$ cat config.mk
export PLATFORM = sky130hd
export DESIGN_NAME = sigma_delta_mixer
export DESIGN_NICKNAME = d
export VERILOG_FILES = /design/src/rtl/sigma_delta_pkg.sv /design/src/rtl/sd_modulator.sv /design/src/rtl/sigma_delta_mixer.sv
export SDC_FILE = /design/constraint.sdc
export NUM_CORES = 1
export LEC_CHECK = 0
export ABC_AREA = 0
export CAP_MARGIN = 25
export CORE_MARGIN = 1.5
export CORE_UTILIZATION = 38
export DETAILED_ROUTE_END_ITERATION = 10
export PLACE_DENSITY = 0.62
export SETUP_SLACK_MARGIN = 0.2
export SYNTH_ARGS = -nofsm -noshare
export SYNTH_HDL_FRONTEND = slang
export SYNTH_HIERARCHICAL = 1
export SYNTH_SLANG_ARGS = --single-unit
export TNS_END_PERCENT = 20
$ cat constraint.sdc
create_clock -name clk_i -period 8 [get_ports clk_i]
set_input_delay 0.8 -clock clk_i [delete_from_list [all_inputs] [get_ports clk_i]]
set_output_delay 0.8 -clock clk_i [all_outputs]
set_load 0.03 [all_outputs]
$ cat src/rtl/sigma_delta_pkg.sv
// Shared types and constants for the sigma-delta mixer.
// Holds the sequencer state encoding, gain scaling and the accumulator sizing rule.
package sigma_delta_pkg;

    typedef enum logic [1:0] {
        IDLE,
        ACC,
        SAT
    } state_t;

    localparam int VOL_SHIFT = 3;
    localparam int VOL_UNITY = 8;

    // Wide enough that NUM_CH full-scale samples at maximum gain can never wrap.
    function automatic int accWidth(input int inBits, input int numCh);
        return inBits + 5 + $clog2(numCh);
    endfunction

endpackage

$ cat src/rtl/sd_modulator.sv
// One-bit delta-sigma modulator for a signed IN_BITS input.
// Order 1 is a phase accumulator; order 2 is a two-integrator loop with saturating integrators.
module sd_modulator #(
    parameter int IN_BITS = 16,
    parameter int ORDER   = 1
) (
    input  logic                      i_clk,
    input  logic                      i_rst_n,
    input  logic signed [IN_BITS-1:0] i_x,
    output logic                      o_dac
);

    logic r_dac;

    assign o_dac = r_dac;

    generate
        if (ORDER == 1) begin : g_order1
            logic [IN_BITS-1:0] r_phase;
            logic [IN_BITS:0]   w_phaseSum;

            // Offset-binary input: the carry rate equals input / 2^IN_BITS.
            assign w_phaseSum = {1'b0, r_phase} + {1'b0, ~i_x[IN_BITS-1], i_x[IN_BITS-2:0]};

            always_ff @(posedge i_clk or negedge i_rst_n) begin
                if (!i_rst_n) begin
                    r_phase <= '0;
                    r_dac   <= 1'b0;
                end else begin
                    r_phase <= w_phaseSum[IN_BITS-1:0];
                    r_dac   <= w_phaseSum[IN_BITS];
                end
            end
        end else begin : g_order2
            localparam int IW = IN_BITS + 4;
            localparam int WW = IW + 2;
            localparam logic signed [IW-1:0] FB_MAG  = {{(IW-IN_BITS){1'b0}}, 1'b1, {(IN_BITS-1){1'b0}}};
            localparam logic signed [IW-1:0] INT_MAX = {1'b0, {(IW-1){1'b1}}};
            localparam logic signed [IW-1:0] INT_MIN = {1'b1, {(IW-1){1'b0}}};

            logic signed [IW-1:0] r_int1;
            logic signed [IW-1:0] r_int2;
            logic signed [IW-1:0] w_fb;
            logic signed [IW-1:0] w_int1Next;
            logic signed [IW-1:0] w_int2Next;
            logic signed [WW-1:0] w_sum1;
            logic signed [WW-1:0] w_sum2;

            function automatic logic signed [WW-1:0] extInt(input logic signed [IW-1:0] v);
                return $signed({{2{v[IW-1]}}, v});
            endfunction

            function automatic logic signed [IW-1:0] satInt(input logic signed [WW-1:0] v);
                if (v > extInt(INT_MAX)) begin
                    return INT_MAX;
                end else if (v < extInt(INT_MIN)) begin
                    return INT_MIN;
                end
                return v[IW-1:0];
            endfunction

            assign w_fb       = r_dac ? FB_MAG : -FB_MAG;
            assign w_sum1     = extInt(r_int1) + $signed({{(WW-IN_BITS){i_x[IN_BITS-1]}}, i_x}) - extInt(w_fb);
            assign w_int1Next = satInt(w_sum1);
            assign w_sum2     = extInt(r_int2) + extInt(w_int1Next) - extInt(w_fb);
            assign w_int2Next = satInt(w_sum2);

            // The output bit is the sign of the freshly updated second integrator.
            always_ff @(posedge i_clk or negedge i_rst_n) begin
                if (!i_rst_n) begin
                    r_int1 <= '0;
                    r_int2 <= '0;
                    r_dac  <= 1'b0;
                end else begin
                    r_int1 <= w_int1Next;
                    r_int2 <= w_int2Next;
                    r_dac  <= ~w_int2Next[IW-1];
                end
            end
        end
    endgenerate

endmodule

$ cat src/rtl/sigma_delta_mixer.sv
// Multi-channel gain/route mixer feeding a left and a right 1-bit delta-sigma modulator.
// A sequencer walks the channels one per clock, then saturates and publishes the mix.
module sigma_delta_mixer #(
    parameter int NUM_CH    = 2,
    parameter int IN_BITS   = 16,
    parameter int ORDER     = 1,
    parameter int SIGNED_IN = 0
) (
    input  logic                        clk_i,
    input  logic                        res_n_i,
    input  logic                        sample_stb_i,
    input  logic [NUM_CH*IN_BITS-1:0]   ch_data_i,
    input  logic [NUM_CH*4-1:0]         ch_vol_i,
    input  logic [NUM_CH*2-1:0]         ch_route_i,
    input  logic                        mute_i,
    output logic                        dac_l_o,
    output logic                        dac_r_o,
    output logic                        busy_o,
    output logic                        clip_o
);

    import sigma_delta_pkg::*;

    localparam int ACC_W = accWidth(IN_BITS, NUM_CH);
    localparam int CH_W  = (NUM_CH > 1) ? $clog2(NUM_CH) : 1;
    localparam logic [CH_W-1:0] LAST_CH = CH_W'(NUM_CH - 1);
    localparam logic signed [ACC_W-1:0] SAT_MAX = {{(ACC_W-IN_BITS+1){1'b0}}, {(IN_BITS-1){1'b1}}};
    localparam logic signed [ACC_W-1:0] SAT_MIN = {{(ACC_W-IN_BITS+1){1'b1}}, {(IN_BITS-1){1'b0}}};

    state_t                      r_state;
    logic [CH_W-1:0]             r_chIdx;
    logic [NUM_CH*IN_BITS-1:0]   r_holdData;
    logic [NUM_CH*4-1:0]         r_holdVol;
    logic [NUM_CH*2-1:0]         r_holdRoute;
    logic [NUM_CH*IN_BITS-1:0]   r_pendData;
    logic [NUM_CH*4-1:0]         r_pendVol;
    logic [NUM_CH*2-1:0]         r_pendRoute;
    logic                        r_pending;
    logic signed [ACC_W-1:0]     r_accL;
    logic signed [ACC_W-1:0]     r_accR;
    logic signed [IN_BITS-1:0]   r_mixL;
    logic signed [IN_BITS-1:0]   r_mixR;
    logic                        r_busy;
    logic                        r_clip;

    logic [NUM_CH*IN_BITS-1:0]   w_capData;
    logic signed [IN_BITS-1:0]   w_sample;
    logic [3:0]                  w_vol;
    logic [1:0]                  w_route;
    logic signed [ACC_W-1:0]     w_term;
    logic signed [ACC_W-1:0]     w_shL;
    logic signed [ACC_W-1:0]     w_shR;
    logic signed [IN_BITS-1:0]   w_modInL;
    logic signed [IN_BITS-1:0]   w_modInR;

    function automatic logic signed [IN_BITS-1:0] satVal(input logic signed [ACC_W-1:0] v);
        if (v > SAT_MAX) begin
            return SAT_MAX[IN_BITS-1:0];
        end else if (v < SAT_MIN) begin
            return SAT_MIN[IN_BITS-1:0];
        end
        return v[IN_BITS-1:0];
    endfunction

    function automatic logic isSat(input logic signed [ACC_W-1:0] v);
        return (v > SAT_MAX) || (v < SAT_MIN);
    endfunction

    // Offset-binary lanes become two's complement by flipping each lane's MSB.
    always_comb begin
        w_capData = ch_data_i;
        if (SIGNED_IN == 0) begin
            for (int n = 0; n < NUM_CH; n++) begin
                w_capData[n*IN_BITS + IN_BITS - 1] = ~ch_data_i[n*IN_BITS + IN_BITS - 1];
            end
        end
    end

    assign w_sample = $signed(r_holdData[r_chIdx*IN_BITS +: IN_BITS]);
    assign w_vol    = r_holdVol[r_chIdx*4 +: 4];
    assign w_route  = r_holdRoute[r_chIdx*2 +: 2];
    assign w_term   = $signed({{(ACC_W-IN_BITS){w_sample[IN_BITS-1]}}, w_sample})
                    * $signed({{(ACC_W-4){1'b0}}, w_vol});
    assign w_shL    = r_accL >>> VOL_SHIFT;
    assign w_shR    = r_accR >>> VOL_SHIFT;

    // A strobe landing on the SAT edge is consumed straight away so ACC follows with no IDLE gap.
    always_ff @(posedge clk_i or negedge res_n_i) begin
        if (!res_n_i) begin
            r_state     <= IDLE;
            r_chIdx     <= '0;
            r_holdData  <= '0;
            r_holdVol   <= '0;
            r_holdRoute <= '0;
            r_pendData  <= '0;
            r_pendVol   <= '0;
            r_pendRoute <= '0;
            r_pending   <= 1'b0;
            r_accL      <= '0;
            r_accR      <= '0;
            r_mixL      <= '0;
            r_mixR      <= '0;
            r_busy      <= 1'b0;
            r_clip      <= 1'b0;
        end else begin
            r_clip <= 1'b0;
            case (r_state)
                IDLE: begin
                    if (sample_stb_i) begin
                        r_holdData  <= w_capData;
                        r_holdVol   <= ch_vol_i;
                        r_holdRoute <= ch_route_i;
                        r_accL      <= '0;
                        r_accR      <= '0;
                        r_chIdx     <= '0;
                        r_busy      <= 1'b1;
                        r_state     <= ACC;
                    end
                end
                ACC: begin
                    if (w_route[0]) r_accL <= r_accL + w_term;
                    if (w_route[1]) r_accR <= r_accR + w_term;
                    if (sample_stb_i) begin
                        r_pendData  <= w_capData;
                        r_pendVol   <= ch_vol_i;
                        r_pendRoute <= ch_route_i;
                        r_pending   <= 1'b1;
                    end
                    if (r_chIdx == LAST_CH) begin
                        r_state <= SAT;
                    end else begin
                        r_chIdx <= r_chIdx + 1'b1;
                    end
                end
                SAT: begin
                    r_mixL  <= satVal(w_shL);
                    r_mixR  <= satVal(w_shR);
                    r_clip  <= isSat(w_shL) || isSat(w_shR);
                    r_accL  <= '0;
                    r_accR  <= '0;
                    r_chIdx <= '0;
                    if (r_pending) begin
                        r_holdData  <= r_pendData;
                        r_holdVol   <= r_pendVol;
                        r_holdRoute <= r_pendRoute;
                        r_pending   <= sample_stb_i;
                        if (sample_stb_i) begin
                            r_pendData  <= w_capData;
                            r_pendVol   <= ch_vol_i;
                            r_pendRoute <= ch_route_i;
                        end
                        r_state <= ACC;
                    end else if (sample_stb_i) begin
                        r_holdData  <= w_capData;
                        r_holdVol   <= ch_vol_i;
                        r_holdRoute <= ch_route_i;
                        r_state     <= ACC;
                    end else begin
                        r_busy  <= 1'b0;
                        r_state <= IDLE;
                    end
                end
                default: begin
                    r_busy  <= 1'b0;
                    r_state <= IDLE;
                end
            endcase
        end
    end

    assign busy_o   = r_busy;
    assign clip_o   = r_clip;
    assign w_modInL = mute_i ? '0 : r_mixL;
    assign w_modInR = mute_i ? '0 : r_mixR;

    sd_modulator #(
        .IN_BITS (IN_BITS),
        .ORDER   (ORDER)
    ) u_modL (
        .i_clk   (clk_i),
        .i_rst_n (res_n_i),
        .i_x     (w_modInL),
        .o_dac   (dac_l_o)
    );

    sd_modulator #(
        .IN_BITS (IN_BITS),
        .ORDER   (ORDER)
    ) u_modR (
        .i_clk   (clk_i),
        .i_rst_n (res_n_i),
        .i_x     (w_modInR),
        .o_dac   (dac_r_o)
    );

endmodule

# Yosys cells after proc, flatten, opt, wreduce, memory -nomap -nowiden
# Index checks and enable logic that the tools add are counted.
# totals
ff_bits,204
input_bits,48
wordCells,113
# op_classes
add_sub_neg,5
n_mul,1
magnitude_cmp,4
eq_ne,10
shifts,3
mux,52
n_bitwise,5
n_reduce_logical,14
# ops
cell,n
case mux 22 bit (3 select lines),2
two-way mux 16 bit,8
two-way mux 32 bit,4
case mux 32 bit (2 select lines),2
two-way mux 22 bit,3
adder 22 x 21 -> 22 bit,2
greater-than comparator 19 x 16 -> 1 bit (second input constant),2
< comparator 19 x 16 -> 1 bit (second input constant),2
adder 16 x 16 -> 17 bit,2
two-way mux 8 bit,4
case mux 8 bit (2 select lines),2
variable part select 32 x 6 -> 16 bit,1
multiplier 16 x 5 -> 21 bit,1
two-way mux 4 bit,4
!= test 2 bit (second input constant),8
case mux 4 bit (2 select lines),2
two-way mux 1 bit,15
AND reduction 2 bit,4
variable part select 8 x 4 -> 4 bit,1
case mux 1 bit (3 select lines),2
case mux 2 bit (3 select lines),1
AND reduction 3 bit,2
inverter 1 bit,5
two-way mux 2 bit,2
10 further kinds,13

# Logic depth before layout (Yosys ltp)
# logic_depth
depth_word,5
mapped_depth,29
mapped_depth_nobuf,26

# Hierarchy
# The synthesis kept the hierarchy.
# by_module_without_submodules
mod,n_inst,cells_each,area_per_inst_um2,seq_area_each_um2
sigma_delta_mixer,1,1246,11467.2,4254.1
sd_modulator at u_modR,1,128,1285.0,425.4
sd_modulator at u_modL,1,128,1261.2,425.4

# Least setup slack after synthesis
# No wires, ideal clock.
# synth_path
kind,reg-to-reg
startpoint,register r_chIdx
endpoint,register r_accR[21]
setup_time_ns,0.128
arrival_ns,6.410
required_ns,7.872
slack_ns,1.462
stages_incl_launch_ff,26
period_less_slack_ns,6.538
path_cell_list,dfrtp_1 -> buf_2 -> buf_2 -> buf_1 -> mux2i_1 -> nor2_1 -> ha_1 -> inv_1 -> fa_1 -> fa_1 -> inv_1 -> ha_1 -> a21oi_2 -> o21bai_2 -> a2111oi_4 -> o31ai_2 -> a2111oi_4 -> nor2_1 -> xnor2_1 -> ha_1 -> a2111o_1 -> nor4b_1 -> o41ai_2 -> a2111oi_1 -> or4b_1 -> o211ai_2
# synth_via
elab_chain_len,5
word_cells_on_any_way,9
# synth_rtl
element,line,source
from (decl),sigma_delta_mixer.sv:31,logic [CH_W-1:0] r_chIdx;
from (signal assigned),sigma_delta_mixer.sv:132,r_chIdx <= r_chIdx + 1'b1;
variable part select 32 x 6 -> 16 bit / variable part select 8 x 4 -> 4 bit (equally long branches),"sigma_delta_mixer.sv:79, sigma_delta_mixer.sv:80",
multiplier 16 x 5 -> 21 bit,sigma_delta_mixer.sv:83,"* $signed({{(ACC_W-4){1'b0}}, w_vol});"
adder 22 x 21 -> 22 bit,sigma_delta_mixer.sv:122,if (w_route[1]) r_accR <= r_accR + w_term;
two-way mux 22 bit,sigma_delta_mixer.sv:122,
case mux 22 bit (3 select lines),sigma_delta_mixer.sv:107,case (r_state)
to (signal assigned),sigma_delta_mixer.sv:122,
to (decl),sigma_delta_mixer.sv:40,logic signed [ACC_W-1:0] r_accR;
# Parallel ways exist; a longest one is shown, timed or not. The select of a mux whose other input is x is not followed.
# A chain may end at the register's enable or synchronous reset.

# Final worst setup path
# layout_path
startpoint,register r_chIdx
endpoint,register r_accL[21]
# layout_via
elab_chain_len,5
word_cells_on_any_way,9
# layout_rtl
element,line,source
variable part select 32 x 6 -> 16 bit / variable part select 8 x 4 -> 4 bit (equally long branches),"sigma_delta_mixer.sv:79, sigma_delta_mixer.sv:80",
multiplier 16 x 5 -> 21 bit,sigma_delta_mixer.sv:83,
adder 22 x 21 -> 22 bit,sigma_delta_mixer.sv:121,if (w_route[0]) r_accL <= r_accL + w_term;
two-way mux 22 bit,sigma_delta_mixer.sv:121,
case mux 22 bit (3 select lines),sigma_delta_mixer.sv:107,
to (signal assigned),sigma_delta_mixer.sv:121,
to (decl),sigma_delta_mixer.sv:39,logic signed [ACC_W-1:0] r_accL;
# Parallel ways exist; a longest one is shown, timed or not. The select of a mux whose other input is x is not followed.

==> results.sh <==
export IMPL_status="complete, no violations"
export IMPL_dieHeight_um=195
export IMPL_syn_area_per_cell_um2=9.33
export IMPL_grt_overflow=0
export IMPL_grt_max_degree=101
export IMPL_drt_total_wl_um=30700
export IMPL_cts_hold_buf=0
export IMPL_ctsLongestPathBuffers=3
export IMPL_cp_required_ns=8.41
export IMPL_cp_end_kind="register"
export IMPL_setup_tns_ns=0
export IMPL_core_um2=36400
export IMPL_cts_sinks=204
export IMPL_max_freq_mhz=142
export IMPL_cts_htree_levels=1
export IMPL_finalSetupViolations=0
export IMPL_fillers=3530
export IMPL_start_util_pct=38.5
export IMPL_max_slew_worst_pin_slew_ns=0.891
export IMPL_crit_arrival_ns=7.44
export IMPL_multi_input_comb_area_um2=8210
export IMPL_critPathKind="reg2reg"
export IMPL_rsz0062_at_grt="false"
export IMPL_die_area_um2=38000
export IMPL_synth_net_count=1701
export IMPL_antenna_cells=0
export IMPL_portBuffers=51
export IMPL_period_minus_slack_ns=7.03
export IMPL_drc=0
export IMPL_num_vias=10700
export IMPL_synthCells=1502
export IMPL_yosysSeqAreaShare_pct=36.4
export IMPL_drt_pass1_iterations=5
export IMPL_post_route_period_util_pct=87.9
export IMPL_nets=1725
export IMPL_ys_flop_type="dfrtp_1"
export IMPL_grt_pass1_wl_um=53000
export IMPL_antenna_found_initial=0
export IMPL_die_w_um=195
export IMPL_start_kind="register"
export IMPL_maxCapViolCount=0
export IMPL_hold_path_class="in2async"
export IMPL_ant_nets=0
export IMPL_hold_viol_final=0
export IMPL_synth_edf_count=0
export IMPL_grt_usage_pct=16.5
export IMPL_yosysUniqueCellTypes=76
export IMPL_finalNonFillerCells=2012
export IMPL_dp_cells=1966
export IMPL_cts_made_buffers=24
export IMPL_grt_pass1_vias=10600
export IMPL_drv_slew=0
export IMPL_reg2reg_slack_ns=0.97
export IMPL_skew_ns=0.0142
export IMPL_clk_pin_slew_ns=0.07
export IMPL_clkLatencyLatePin_ns=0.52
export IMPL_cts_resized=0
export IMPL_synth_cell_area_um2=14000
export IMPL_synthArstFlopShare_pct=100
export IMPL_slew_headroom_pct=40.5
export IMPL_ys_warn_count=6
export IMPL_cts_setup_buffers=0
export IMPL_dp_hpwl_um=22600
export IMPL_pin_count=52
export IMPL_vias_per_cell=5.30
export IMPL_rows=70
export IMPL_cts_tree="yes"
export IMPL_crit_path_max_fanout=16
export IMPL_regArea_um2=5100
export IMPL_drive_above_1_share_pct=9.59
export IMPL_gp_congestion=0.842
export IMPL_ys_ff_latch=204
export IMPL_first_iter_violations=593
export IMPL_syn_to_final_growth_pct=13.1
export IMPL_ctsRootBufferMaster="clkbuf_16"
export IMPL_wire_per_inst_um=15.3
[critical path: stages, from the launching register on]
cell and delay, ns:
dfrtp_1 0.88, buf_4 0.29, mux2i_1 0.35, nor2_1 0.08, ha_1 0.28, inv_1 0.05
fa_1 0.51, fa_1 0.55, inv_1 0.04, ha_1 0.33, a21o_1 0.21, and4_1 0.21
or2_2 0.30, a41o_1 0.24, a21oi_1 0.21, o21bai_1 0.10, a21oi_1 0.17, xnor2_1 0.24
ha_1 0.35, and3_1 0.24, nand4_1 0.14, nor2_1 0.06, nor3_1 0.12, a21boi_1 0.22
o2111ai_1 0.17, xnor3_1 0.25, nor3_1 0.05, a221o_1 0.26
[flip-flops by register name (all words and copies together) (netlist names), 8 cells and up]
| name | cells |
|---|---|
| r_mixL | 16 |
| r_holdVol | 8 |
| r_mixR | 16 |
| u_modR/g_order1.r_phase | 16 |
| r_pendVol | 8 |
| r_pendData | 32 |
| r_accL | 22 |
| r_holdData | 32 |
| r_accR | 22 |
| u_modL/g_order1.r_phase | 16 |
[path summary, 6_finish.rpt]
kind / startpoint / to / cells after the start
worst min register to register: r_mixL[3]$_DFFE_PN0P_ / r_mixL[3]$_DFFE_PN0P_ / 2
worst max register to register: r_chIdx$_DFFE_PN0P_ / r_accL[21]$_DFFE_PN0P_ / 27
worst max-delay path: r_chIdx$_DFFE_PN0P_ / r_accL[21]$_DFFE_PN0P_ / 27
max in group asynchronous: res_n_i / r_pendRoute[1]$_DFFE_PN0P_ / 2
min in group clk_i: r_mixL[3]$_DFFE_PN0P_ / r_mixL[3]$_DFFE_PN0P_ / 2
worst min-delay path: res_n_i / u_modR/g_order1.r_phase[14]$_DFF_PN0_ / 1
[cell type report]
class	instances	share of cell area, %
clock buffers	32	4.43
clock inverters	12	0.797
inverters	111	2.63
multi-input cells	1113	51.8
flip-flops and latches	204	32.2
well taps	468	3.69
repair buffers	72	4.48
[layer usage]
| layer | track usage, % | vias up | share of wire [%] | wire (um) |
|---|---|---|---|---|
| met1 | 23.4 | 5129 | 49 | 15100 |
| met4 | 3.33 | 0 | 1.7 | 523 |
| met2 | 27.2 | 147 | 46 | 14200 |
| met3 | 1.81 | 34 | 2.8 | 862 |
| met5 | 0 | - | 0 | 0 |
| li1 | - | 5358 | - | - |
[cells in the mapped netlist, types with 18 or more instances]
cell,n,area share [%]
fa_1,37,5.3
nor2b_1,42,1.9
o21ai_0,120,4.3
inv_1,110,2.9
clkbuf_1,53,1.4
mux2i_1,39,2.8
nor2_1,111,3.0
nand2_1,104,2.8
a21oi_1,115,4.1
xnor2_1,45,2.8
mux2_2,44,3.5
o22ai_1,27,1.2
ha_1,114,10
nand3_1,57,2.0
dfrtp_1,204,36
or2_2,18,0.80
a21o_1,30,1.6
xor2_1,25,1.6
[through the flow]
| step | area, um^2 | setup slack (ns) | hold WS, ns | utilization [%] |
|---|---|---|---|---|
| after floorplan | 14000 | 1.46 | 0.442 | - |
| after global placement | 15000 | 1.14 | 0.451 | 41.0 |
| after detailed placement | 15000 | 0.951 | 0.461 | 41.1 |
| after CTS | 15800 | 0.910 | 0.422 | 43.4 |
| after global routing | 15900 | 0.392 | 0.454 | 43.5 |
| final | 15900 | 0.969 | 0.371 | 43.5 |
[kinds of logic after synthesis]
logic type                 count (synthesis)  synth area share (%)
adders and majority gates                151                  15.5
and+or+nand+nor                          404                  13.8
AOI/OAI and AO/OA                        404                  18.3
buffers and inverters                    185                  5.16
muxes                                     83                  6.32
DFF                                      204                  36.4
xor gates and xnor gates                  71                  4.54
[layout by cell type, fill, tap and decap left out, types with 37 or more instances in the layout]
master           netlist  routed
dfrtp_1              204     204
nor2_1               111     111
ha_1                 114     114
nor2b_1               42      41
xnor2_1               45      45
o21ai_0              120     120
mux2_2                44      44
nand3_1               57      57
fa_1                  37      37
a21oi_1              115     115
nand2_1              104     103
inv_1                110     110
clkdlybuf4s50_1        0      50
mux2i_1               39      39
Power is left out: the tool's default activity adds up to more than one toggle a clock period on the data nets, which glitch-free logic cannot reach.
